## config.mk

```make
export PLATFORM = sky130hd
export DESIGN_NAME = rom_boot_loader_flat
export DESIGN_NICKNAME = d
export VERILOG_FILES = /design/src/rtl/rom_boot_loader_if.sv /design/src/rtl/rom_boot_loader.sv /design/src/flat_wrapper.sv
export SDC_FILE = /design/constraint.sdc
export NUM_CORES = 1
export LEC_CHECK = 0
export BUFFER_PORTS_ARGS = -buffer_cell sky130_fd_sc_hd__buf_2
export CORE_ASPECT_RATIO = 2
export CORE_MARGIN = 1.5
export CORE_UTILIZATION = 45
export DETAILED_ROUTE_END_ITERATION = 16
export GPL_TIMING_DRIVEN = 0
export PLACE_DENSITY_LB_ADDON = 0.05
export SKIP_LAST_GASP = 1
export SYNTH_ARGS = -nofsm -noshare
export SYNTH_HDL_FRONTEND = slang
export SYNTH_SLANG_ARGS = --single-unit
```

## constraint.sdc

```tcl
create_clock -name clk -period 2.4 [get_ports clk]
set_input_delay 0.36 -clock clk [delete_from_list [all_inputs] [get_ports clk]]
set_output_delay 0.36 -clock clk [all_outputs]
set_load 0.1 [all_outputs]
```

## src/rtl/rom_boot_loader_if.sv

```systemverilog
// Byte-stream and ROM write-port bundle for the boot loader.
// The master side drives the byte stream and start pulse; the slave side is the loader itself.
interface rom_boot_loader_if #(
  parameter int unsigned AWIDTH = 8,
  parameter int unsigned DWIDTH = 16
);
  logic              i_start;
  logic              i_valid;
  logic [7:0]        i_data;
  logic              o_ready;
  logic              o_wr;
  logic [AWIDTH-1:0] o_waddr;
  logic [DWIDTH-1:0] o_wdata;
  logic              o_cpu_rst;
  logic              o_done;
  logic              o_err;
  logic [1:0]        o_err_code;

  modport master (
    output i_start, i_valid, i_data,
    input  o_ready, o_wr, o_waddr, o_wdata, o_cpu_rst, o_done, o_err, o_err_code
  );

  modport slave (
    input  i_start, i_valid, i_data,
    output o_ready, o_wr, o_waddr, o_wdata, o_cpu_rst, o_done, o_err, o_err_code
  );
endinterface

```

## src/rtl/rom_boot_loader.sv

```systemverilog
// Loads a length-prefixed, XOR-checked byte image into the instruction ROM and
// holds the cpu in reset until a verified load has completed.
module rom_boot_loader #(
  parameter int unsigned AWIDTH  = 8,
  parameter int unsigned DWIDTH  = 16,
  parameter int unsigned TIMEOUT = 1024
) (
  input  logic               clk,
  input  logic               rst,
  rom_boot_loader_if.slave   bus
);

  localparam int unsigned TW     = $clog2(TIMEOUT + 1);
  localparam int unsigned MaxLen = 1 << AWIDTH;

  typedef enum logic [2:0] {
    StIdle, StLenHi, StLenLo, StDataHi, StDataLo, StChk, StDone, StError
  } state_e;

  state_e              state_q, state_d;
  logic                ready_q, ready_d;
  logic                wr_q, wr_d;
  logic [AWIDTH-1:0]   waddr_q, waddr_d;
  logic [DWIDTH-1:0]   wdata_q, wdata_d;
  logic                cpu_rst_q, cpu_rst_d;
  logic                done_q, done_d;
  logic                err_q, err_d;
  logic [1:0]          err_code_q, err_code_d;
  logic [7:0]          len_hi_q, len_hi_d;
  logic [AWIDTH:0]     len_q, len_d;
  logic [AWIDTH:0]     cnt_q, cnt_d;
  logic [7:0]          chk_q, chk_d;
  logic [7:0]          hi_q, hi_d;
  logic [TW-1:0]       tmo_q, tmo_d;
  logic [15:0]         len_n;
  logic                accept;
  logic                rx;

  assign accept = ready_q & bus.i_valid;
  assign rx     = state_q inside {StLenHi, StLenLo, StDataHi, StDataLo, StChk};

  always_comb begin
    state_d    = state_q;
    wr_d       = 1'b0;
    waddr_d    = waddr_q;
    wdata_d    = wdata_q;
    err_code_d = err_code_q;
    len_hi_d   = len_hi_q;
    len_d      = len_q;
    cnt_d      = cnt_q;
    chk_d      = chk_q;
    hi_d       = hi_q;
    tmo_d      = tmo_q;
    len_n      = {len_hi_q, bus.i_data};

    unique case (state_q)
      StIdle, StDone, StError: begin
        if (bus.i_start) begin
          state_d    = StLenHi;
          cnt_d      = '0;
          chk_d      = '0;
          tmo_d      = '0;
          err_code_d = 2'b00;
        end
      end
      StLenHi: begin
        if (accept) begin
          len_hi_d = bus.i_data;
          state_d  = StLenLo;
        end
      end
      StLenLo: begin
        if (accept) begin
          if (len_n == 16'd0) begin
            state_d = StChk;
          end else if (32'(len_n) > MaxLen) begin
            state_d    = StError;
            err_code_d = 2'b11;
          end else begin
            len_d   = len_n[AWIDTH:0];
            state_d = StDataHi;
          end
        end
      end
      StDataHi: begin
        if (accept) begin
          hi_d    = bus.i_data;
          chk_d   = chk_q ^ bus.i_data;
          state_d = StDataLo;
        end
      end
      StDataLo: begin
        if (accept) begin
          chk_d   = chk_q ^ bus.i_data;
          wr_d    = 1'b1;
          wdata_d = DWIDTH'({hi_q, bus.i_data});
          waddr_d = cnt_q[AWIDTH-1:0];
          cnt_d   = cnt_q + 1'b1;
          state_d = (cnt_d == len_q) ? StChk : StDataHi;
        end
      end
      StChk: begin
        if (accept) begin
          if (bus.i_data == chk_q) begin
            state_d = StDone;
          end else begin
            state_d    = StError;
            err_code_d = 2'b01;
          end
        end
      end
    endcase

    // An accepted byte always beats an expiring idle counter.
    if (rx) begin
      if (accept) begin
        tmo_d = '0;
      end else if (tmo_q == TW'(TIMEOUT - 1)) begin
        state_d    = StError;
        err_code_d = 2'b10;
      end else begin
        tmo_d = tmo_q + 1'b1;
      end
    end

    ready_d   = state_d inside {StLenHi, StLenLo, StDataHi, StDataLo, StChk};
    cpu_rst_d = (state_d == StDone);
    done_d    = (state_d == StDone);
    err_d     = (state_d == StError);
  end

  always_ff @(posedge clk or negedge rst) begin
    if (!rst) begin
      state_q    <= StIdle;
      ready_q    <= 1'b0;
      wr_q       <= 1'b0;
      waddr_q    <= '0;
      wdata_q    <= '0;
      cpu_rst_q  <= 1'b0;
      done_q     <= 1'b0;
      err_q      <= 1'b0;
      err_code_q <= 2'b00;
      len_hi_q   <= '0;
      len_q      <= '0;
      cnt_q      <= '0;
      chk_q      <= '0;
      hi_q       <= '0;
      tmo_q      <= '0;
    end else begin
      state_q    <= state_d;
      ready_q    <= ready_d;
      wr_q       <= wr_d;
      waddr_q    <= waddr_d;
      wdata_q    <= wdata_d;
      cpu_rst_q  <= cpu_rst_d;
      done_q     <= done_d;
      err_q      <= err_d;
      err_code_q <= err_code_d;
      len_hi_q   <= len_hi_d;
      len_q      <= len_d;
      cnt_q      <= cnt_d;
      chk_q      <= chk_d;
      hi_q       <= hi_d;
      tmo_q      <= tmo_d;
    end
  end

  assign bus.o_ready    = ready_q;
  assign bus.o_wr       = wr_q;
  assign bus.o_waddr    = waddr_q;
  assign bus.o_wdata    = wdata_q;
  assign bus.o_cpu_rst  = cpu_rst_q;
  assign bus.o_done     = done_q;
  assign bus.o_err      = err_q;
  assign bus.o_err_code = err_code_q;

endmodule

```

## src/flat_wrapper.sv

```systemverilog
// flat-port wrapper written by rule: the top's interface ports become plain ports
module rom_boot_loader_flat 
#(
  parameter int unsigned AWIDTH  = 8,
  parameter int unsigned DWIDTH  = 16,
  parameter int unsigned TIMEOUT = 1024
)
  (clk, rst, bus_i_start, bus_i_valid, bus_i_data, bus_o_ready, bus_o_wr, bus_o_waddr, bus_o_wdata, bus_o_cpu_rst, bus_o_done, bus_o_err, bus_o_err_code);
  rom_boot_loader_if #(.AWIDTH(AWIDTH), .DWIDTH(DWIDTH)) bus_i ();
  input  logic clk;
  input  logic rst;
  input wire logic [$bits(bus_i.i_start)-1:0] bus_i_start;
  input wire logic [$bits(bus_i.i_valid)-1:0] bus_i_valid;
  input wire logic [$bits(bus_i.i_data)-1:0] bus_i_data;
  output wire logic [$bits(bus_i.o_ready)-1:0] bus_o_ready;
  output wire logic [$bits(bus_i.o_wr)-1:0] bus_o_wr;
  output wire logic [$bits(bus_i.o_waddr)-1:0] bus_o_waddr;
  output wire logic [$bits(bus_i.o_wdata)-1:0] bus_o_wdata;
  output wire logic [$bits(bus_i.o_cpu_rst)-1:0] bus_o_cpu_rst;
  output wire logic [$bits(bus_i.o_done)-1:0] bus_o_done;
  output wire logic [$bits(bus_i.o_err)-1:0] bus_o_err;
  output wire logic [$bits(bus_i.o_err_code)-1:0] bus_o_err_code;
  assign bus_i.i_start = bus_i_start;
  assign bus_i.i_valid = bus_i_valid;
  assign bus_i.i_data = bus_i_data;
  assign bus_o_ready = bus_i.o_ready;
  assign bus_o_wr = bus_i.o_wr;
  assign bus_o_waddr = bus_i.o_waddr;
  assign bus_o_wdata = bus_i.o_wdata;
  assign bus_o_cpu_rst = bus_i.o_cpu_rst;
  assign bus_o_done = bus_i.o_done;
  assign bus_o_err = bus_i.o_err;
  assign bus_o_err_code = bus_i.o_err_code;
  rom_boot_loader #(.AWIDTH(AWIDTH), .DWIDTH(DWIDTH), .TIMEOUT(TIMEOUT)) u_core (.clk(clk), .rst(rst), .bus(bus_i));
endmodule
```

Yosys cells after proc, flatten, opt, wreduce, memory -nomap -nowiden --
Index checks and enable logic that the tools add are counted. W data, S select, Z words.
Word-level totals: register bits 86, logic and storage cells 92, bits of input ports 12, output and inout port bits 31
Cells by class: bitwise operators 4, add/subtract/negate cells 2, mux-type cells 37, equality and inequality tests 20, reductions and logical operators 14, order comparisons 1
Operator list (number):
- $mux W11 | 5
- $mux W3 | 12
- $eq A3 B3 Y1 const B | 8
- $mux W2 | 9
- $mux W9 | 2
- $pmux W3 S6 | 1
- $pmux W9 S2 | 1
- $gt A16 B9 Y1 const B | 1
- $logic_not A16 Y1 | 1
- $mux W8 | 2
- $pmux W8 S2 | 1
- $eq A3 B2 Y1 const B | 4
- $add A11 B1 Y11 const B | 1
- $eq A11 B10 Y1 const B | 1
- $reduce_bool A5 Y1 | 2
- $add A9 B1 Y9 const B | 1
- $eq A9 B9 Y1 | 1
- $eq A8 B8 Y1 | 1
- $xor A8 B8 Y8 | 1
- $eq A3 B1 Y1 const B | 2
- $pmux W2 S3 | 1
- $reduce_and A2 Y1 | 3
- $reduce_and A3 Y1 | 2
- $ne A2 B1 Y1 const B | 2
- 9 further kinds | 13

Depth between registers and ports, before layout --
word-level depth 10, mapped depth 8, mapped depth without buffers 7

Worst setup path before layout --
No wires, ideal clock.
kind register to register, start point reg u_core.ready_q (netlist: u_core.bus.o_ready), end point reg u_core.state_q[1], setup slack 0.140 ns, clock period less this slack 2.260 ns, data arrival time 2.133 ns, stages on the path, launching flop included 6, setup time 0.127 ns, cell sequence dfrtp_1 > nand3_1 > nor2_1 > o21a_4 > a211oi_2 > or2_2
On the way: word-level cells in the longest chain between the ends 6, elaborated cells between the ends (all ways) 10, classes of those cells mux (9); bitwise (1)
RTL lines:
- from (decl) | RTL line rom_boot_loader.sv:21 | logic ready_q, ready_d;
- from (signal assigned) | RTL line rom_boot_loader.sv:151 | ready_q <= ready_d;
- $and A1 B1 Y1 * | RTL line rom_boot_loader.sv:39 | assign accept = ready_q & bus.i_valid;
- $mux W3, on equally long branches
- $pmux W3 S6 | RTL line rom_boot_loader.sv:56 | unique case (state_q)
- $mux W3 | RTL line rom_boot_loader.sv:118 | end else if (tmo_q == TW'(TIMEOUT - 1)) begin
- $mux W3 | RTL line rom_boot_loader.sv:116 | if (accept) begin
- $mux W3 * | RTL line rom_boot_loader.sv:115 | if (rx) begin
- named net u_core.state_d[1] | RTL line rom_boot_loader.sv:20 | state_e state_q, state_d;
- to (signal assigned) | RTL line rom_boot_loader.sv:134 | state_q <= StIdle;
- to (signal assigned) | RTL line rom_boot_loader.sv:150 | state_q <= state_d;
- to (decl) | RTL line rom_boot_loader.sv:20
The timed path passes the listed nets; every way through them passes the cells marked *. A chain may end at the register's enable or synchronous reset.

Final worst setup path --
start point reg u_core.cnt_q[0], end point reg u_core.state_q[1]
On the way: word-level cells in the longest chain between the ends 8
RTL lines:
- from (decl) | RTL line rom_boot_loader.sv:31 | logic [AWIDTH:0] cnt_q, cnt_d;
- from (signal assigned) | RTL line rom_boot_loader.sv:161 | cnt_q <= cnt_d;
- $add A9 B1 Y9 * | RTL line rom_boot_loader.sv:98 | cnt_d = cnt_q + 1'b1;
- $eq A9 B9 Y1 * | RTL line rom_boot_loader.sv:99 | state_d = (cnt_d == len_q) ? StChk : StDataHi;
- $mux W3 * | RTL line rom_boot_loader.sv:99
- $mux W3 * | RTL line rom_boot_loader.sv:93 | if (accept) begin
- $pmux W3 S6 * | RTL line rom_boot_loader.sv:56
- $mux W3 | RTL line rom_boot_loader.sv:118
- $mux W3 | RTL line rom_boot_loader.sv:116
- $mux W3 * | RTL line rom_boot_loader.sv:115
- named net u_core.state_d[1] | RTL line rom_boot_loader.sv:20
Marked as above.

==> run summary <==
The flow ran to the end, and the final reports show no timing, DRC or antenna violations. The maximum clock insertion buffer count came out at 2. The arrival time of data at the critical path endpoint came out at 2.45 ns. The setup clock skew after layout came out at ~0.0067 ns. The worst voltage drop across the vdd grid is 0.8048 mV. The first global-routing pass estimated 16340 um of wire. In this run, synthesis inferred 0 flip-flops with an integrated enable. Summed over all cells, the static leakage comes to ~2.3 nW. The critical path endpoint category is a flop. TritonCTS built the clock tree. The total count of max-transition violations in the final report came to 0. The buffer type at the clock tree root is sky130_fd_sc_hd__clkbuf_16. The required time at the endpoint of the critical path came out at 2.62 ns. For the worst-skew pair, the clock arrives at the later sink with an insertion delay of 0.33 ns.

The utilization after layout came out at between 50 and 60%. The number of cells on the worst hold path is 3. The smallest setup slack after layout is 0.1683 ns.

The area of the core is 9012 um2. The cell area after synthesis came out at ~4200 um2. The initial DRC count came out at 157. The maximum number of pins on one net before global-route repair came out at 57. The maximum fanout along the worst path came out at 8. Yosys printed 0 warnings.

The die area came out at approximately 10000 um2. The met3 usage came out at 3.331%. Setup repair after global routing left no endpoint under its margin.

Summed over all failing endpoints, the final setup total negative slack is 0 ns. Setup violations remaining at the end of the flow were counted as 0. The met1 track demand over resource in global routing is 25.20%.

The number of iterations in the first detailed-routing pass came out at 4. The via count of the first global-routing pass came out at 3203. The global router's overall resource usage is 20.89%. The number of buffers added for setup after CTS came out at 0. The highest clock frequency the design can meet came out at between 0.4 and 0.5 GHz. The starting density of the core came out at 46.59%. The worst setup slack before clock tree synthesis is 0.03700 ns. The number of hold-slack violations in the final timing report came to 0. The logic depth of the worst register-to-register path came out at 7. The estimated wirelength of the detail-placed design is approximately 7100 um. The average wire per cell in the routed design is between 15 and 20 um. The synthesized net count is 451.

The number of top-level design ports is 43. The post-route netlist has 21.73% of its cells at a drive strength greater than 1. For this design the ratio of total power to cell area is 1355 nW/um2. The via count came out at 3213. In this run the worst hold path is classified as in -> reg. Headroom to the max-slew limit came out at 39.20%.

Row generation in the floorplan step produced slightly below 50 rows. The flop-to-flop setup slack is 0.17 ns. Counting flops with an async set or reset pin after synthesis yields a share of between 90% and 100%.

The tree built by TritonCTS fans out to 86 sinks. The final-stage net count is 506. The total wirelength of the detailed-routed design came out at 9707 um.

The most used routing layer in global routing is met2. During placement, the flow inserted port buffers numbering 42. The layout overhead on the synthesized area is 17.13%. The die extent in x is a little over 70 um. The height of the die is 139.6 um. The worst setup path is launched from a flop. The number of buffers added by the clock tree synthesis step came out at 9. The detailed-route DRC error count came out at 0. The most used flip-flop cell after synthesis is sky130_fd_sc_hd__dfrtp_1. The cell count after synthesis came out at between 400 and 500.

The clock input transition at the sequential cells of the worst setup and hold paths is approximately 0.060 ns. Each instance of the synthesized netlist takes up on average 9.609 um2. The worst register-to-register path begins at u_core.cnt_q[0]. The met2 capacity usage during global routing came out at 36.50%. The critical setup path kind is reg -> reg. The number of different library cells in the post-synthesis netlist is 50.

The end of the worst register-to-register path is u_core.state_q[1]. The design draws 6.667 mW. The flip-flop and latch count after synthesis came out at 86. Summing all placed instances gives a cell area of 4567 um2.

The routability-driven placement congestion ratio is between 0.8 and 0.9. The share of synthesized area occupied by flip-flops and latches came out at 51.25%. The H-tree was split into 3 levels. After layout, the worst path uses 92.99% of the clock period. The total global routing overflow is 0. The count of nets left with antenna violations after detail routing is 0.

The number of diodes came out at 0. The critical hold path startpoint is bus_i_data[0]. The vias per cell is 5.364.

The worst hold path terminates at u_core.bus.o_wdata[0]. The initial antenna violation count is 0. Summing all non-filler instances in the final layout gives an area of 4918 um2. The minimum period implied by the final worst setup slack is 2.232 ns. At the pin with the least slew margin, the transition time is between 0.9 and 1 ns. The number of violations of the max-capacitance limit is 0.
[registers in the layout, summed over array words and instances, names as in the netlist]
register               cells
u_core.bus.o_cpu_rst       1
u_core.len_hi_q            8
u_core.bus.o_wdata        16
u_core.len_q               9
u_core.bus.o_ready         1
u_core.bus.o_waddr         8
u_core.bus.o_err           1
u_core.cnt_q               9
u_core.bus.o_err_code      2
u_core.chk_q               8
u_core.hi_q                8
u_core.tmo_q              11
u_core.bus.o_wr            1
u_core.state_q             3
[cells in the mapped netlist, drive strengths merged, types with 2 or more instances]
library cell | instances | share of area (%)
a21oi | 11 | 1.3
a31oi | 2 | 0.45
and2 | 2 | 0.30
and3 | 3 | 0.45
buf | 9 | 1.4
clkbuf | 9 | 0.80
dfrtp | 86 | 51
ha | 2 | 0.60
inv | 6 | 0.54
mux2 | 24 | 6.4
mux2i | 3 | 0.72
nand2 | 115 | 10
nand2b | 3 | 0.45
nand3 | 16 | 2.1
nand4 | 4 | 0.60
nand4b | 2 | 0.42
nor2 | 35 | 3.1
nor2b | 3 | 0.45
nor3 | 10 | 1.2
nor3b | 3 | 0.54
nor4 | 4 | 0.60
o21a | 3 | 0.71
o21ai | 22 | 2.6
o221ai | 3 | 0.63
o31ai | 3 | 0.54
or2 | 3 | 0.45
or3 | 3 | 0.48
xnor2 | 21 | 4.4
xor2 | 12 | 2.5
[logic make-up after synthesis]
kind of cell	synth area share, %
xor+xnor	6.883
fa+ha+maj	0.5959
compound gates	9.267
mux	7.151
buf+inv	2.741
simple gates	22.11
flops	51.25
[metal layers]
metal | up-vias | wire length [um]
met1 | 1546 | 3983
met3 | 9 | 246
met5 | - | 0
li1 | 1597 | -
met2 | 61 | 5337
met4 | 0 | 140
[layout by cell type (no fill, tap or decap), types with 2 or more instances in the layout]
cell type / Yosys / final
sky130_fd_sc_hd__nand2_1: 115 / 115
sky130_fd_sc_hd__nor4_1: 4 / 3
sky130_fd_sc_hd__o221ai_1: 3 / 3
sky130_fd_sc_hd__or3_1: 2 / 2
sky130_fd_sc_hd__xnor2_1: 21 / 21
sky130_fd_sc_hd__mux2i_1: 3 / 3
sky130_fd_sc_hd__dfrtp_1: 86 / 84
sky130_fd_sc_hd__nand2b_1: 3 / 3
sky130_fd_sc_hd__o31ai_1: 3 / 3
sky130_fd_sc_hd__nand3_2: 2 / 2
sky130_fd_sc_hd__buf_4: 3 / 4
sky130_fd_sc_hd__and2_1: 2 / 2
sky130_fd_sc_hd__nand4_1: 4 / 4
sky130_fd_sc_hd__inv_1: 6 / 6
sky130_fd_sc_hd__buf_2: 5 / 46
sky130_fd_sc_hd__clkbuf_16: 0 / 9
sky130_fd_sc_hd__or2_2: 3 / 3
sky130_fd_sc_hd__nand3_1: 14 / 14
sky130_fd_sc_hd__clkbuf_1: 9 / 10
sky130_fd_sc_hd__xor2_1: 12 / 12
sky130_fd_sc_hd__o21ai_0: 22 / 22
sky130_fd_sc_hd__o21a_1: 2 / 2
sky130_fd_sc_hd__dfrtp_2: 0 / 2
sky130_fd_sc_hd__nor2b_1: 3 / 3
sky130_fd_sc_hd__mux2_2: 24 / 24
sky130_fd_sc_hd__bufinv_16: 0 / 2
sky130_fd_sc_hd__a21oi_1: 11 / 11
sky130_fd_sc_hd__nor3b_1: 3 / 3
sky130_fd_sc_hd__nor2_1: 35 / 34
sky130_fd_sc_hd__ha_1: 2 / 2
sky130_fd_sc_hd__and3_1: 3 / 3
sky130_fd_sc_hd__nor3_1: 10 / 9
sky130_fd_sc_hd__clkinv_4: 0 / 2
sky130_fd_sc_hd__nand4b_1: 2 / 2
[report_power, final]
part           internal, mW  leakage (nW)  switching, mW  total [mW]
registers              1.92          1.11          0.308        2.22
clock network         0.942         0.160          0.548        1.49
logic                 0.835          1.02           2.12        2.95
[critical path, stage by stage, from the launching register on]
cell	delay [ns]
sky130_fd_sc_hd__dfrtp_2	0.45
sky130_fd_sc_hd__ha_1	0.16
sky130_fd_sc_hd__buf_2	0.18
sky130_fd_sc_hd__nand3_1	0.16
sky130_fd_sc_hd__or3_1	0.38
sky130_fd_sc_hd__a2111oi_4	0.37
sky130_fd_sc_hd__a21oi_1	0.13
sky130_fd_sc_hd__or2_2	0.29
[worst max path at each step]
stage / slack, ns / to / depth (start not counted) / startpoint
2_1_floorplan: 0.14 / u_core.state_q[1] / 5 / u_core.bus.o_ready
3_3_place_gp: 0.06 / u_core.state_q[1] / 7 / u_core.cnt_q[0]
3_5_place_dp: 0.04 / u_core.state_q[1] / 7 / u_core.cnt_q[0]
4_1_cts: 0.03 / u_core.state_q[1] / 7 / u_core.cnt_q[0]
5_1_grt: 0.02 / u_core.state_q[1] / 7 / u_core.cnt_q[0]
6_report: 0.17 / u_core.state_q[1] / 7 / u_core.cnt_q[0]
[stage by stage]
step	std cells	hold WS, ns
after floorplan	437	0.06441
after global placement	581	0.4475
after detailed placement	582	0.3282
after CTS	599	0.3262
after global routing	599	0.3570
final	599	0.3300
[final cells by class]
class | count | area (um2)
plain buffers | 18 | 92.59
clock buffers | 11 | 242.7
clock inverters | 5 | 82.58
fillers | 836 | 4094
inverters | 6 | 22.52
multi-input cells | 327 | 1946
flip-flops and latches | 86 | 2155
well taps | 102 | 127.6
repair buffers | 44 | 250.2
[timing repair]
action,CTS,global route
setup endpoints to repair,0,4
hold endpoints to repair,30,0
hold buffers,1,0
resized for setup,0,5
Power figures use the tool's default switching activity.
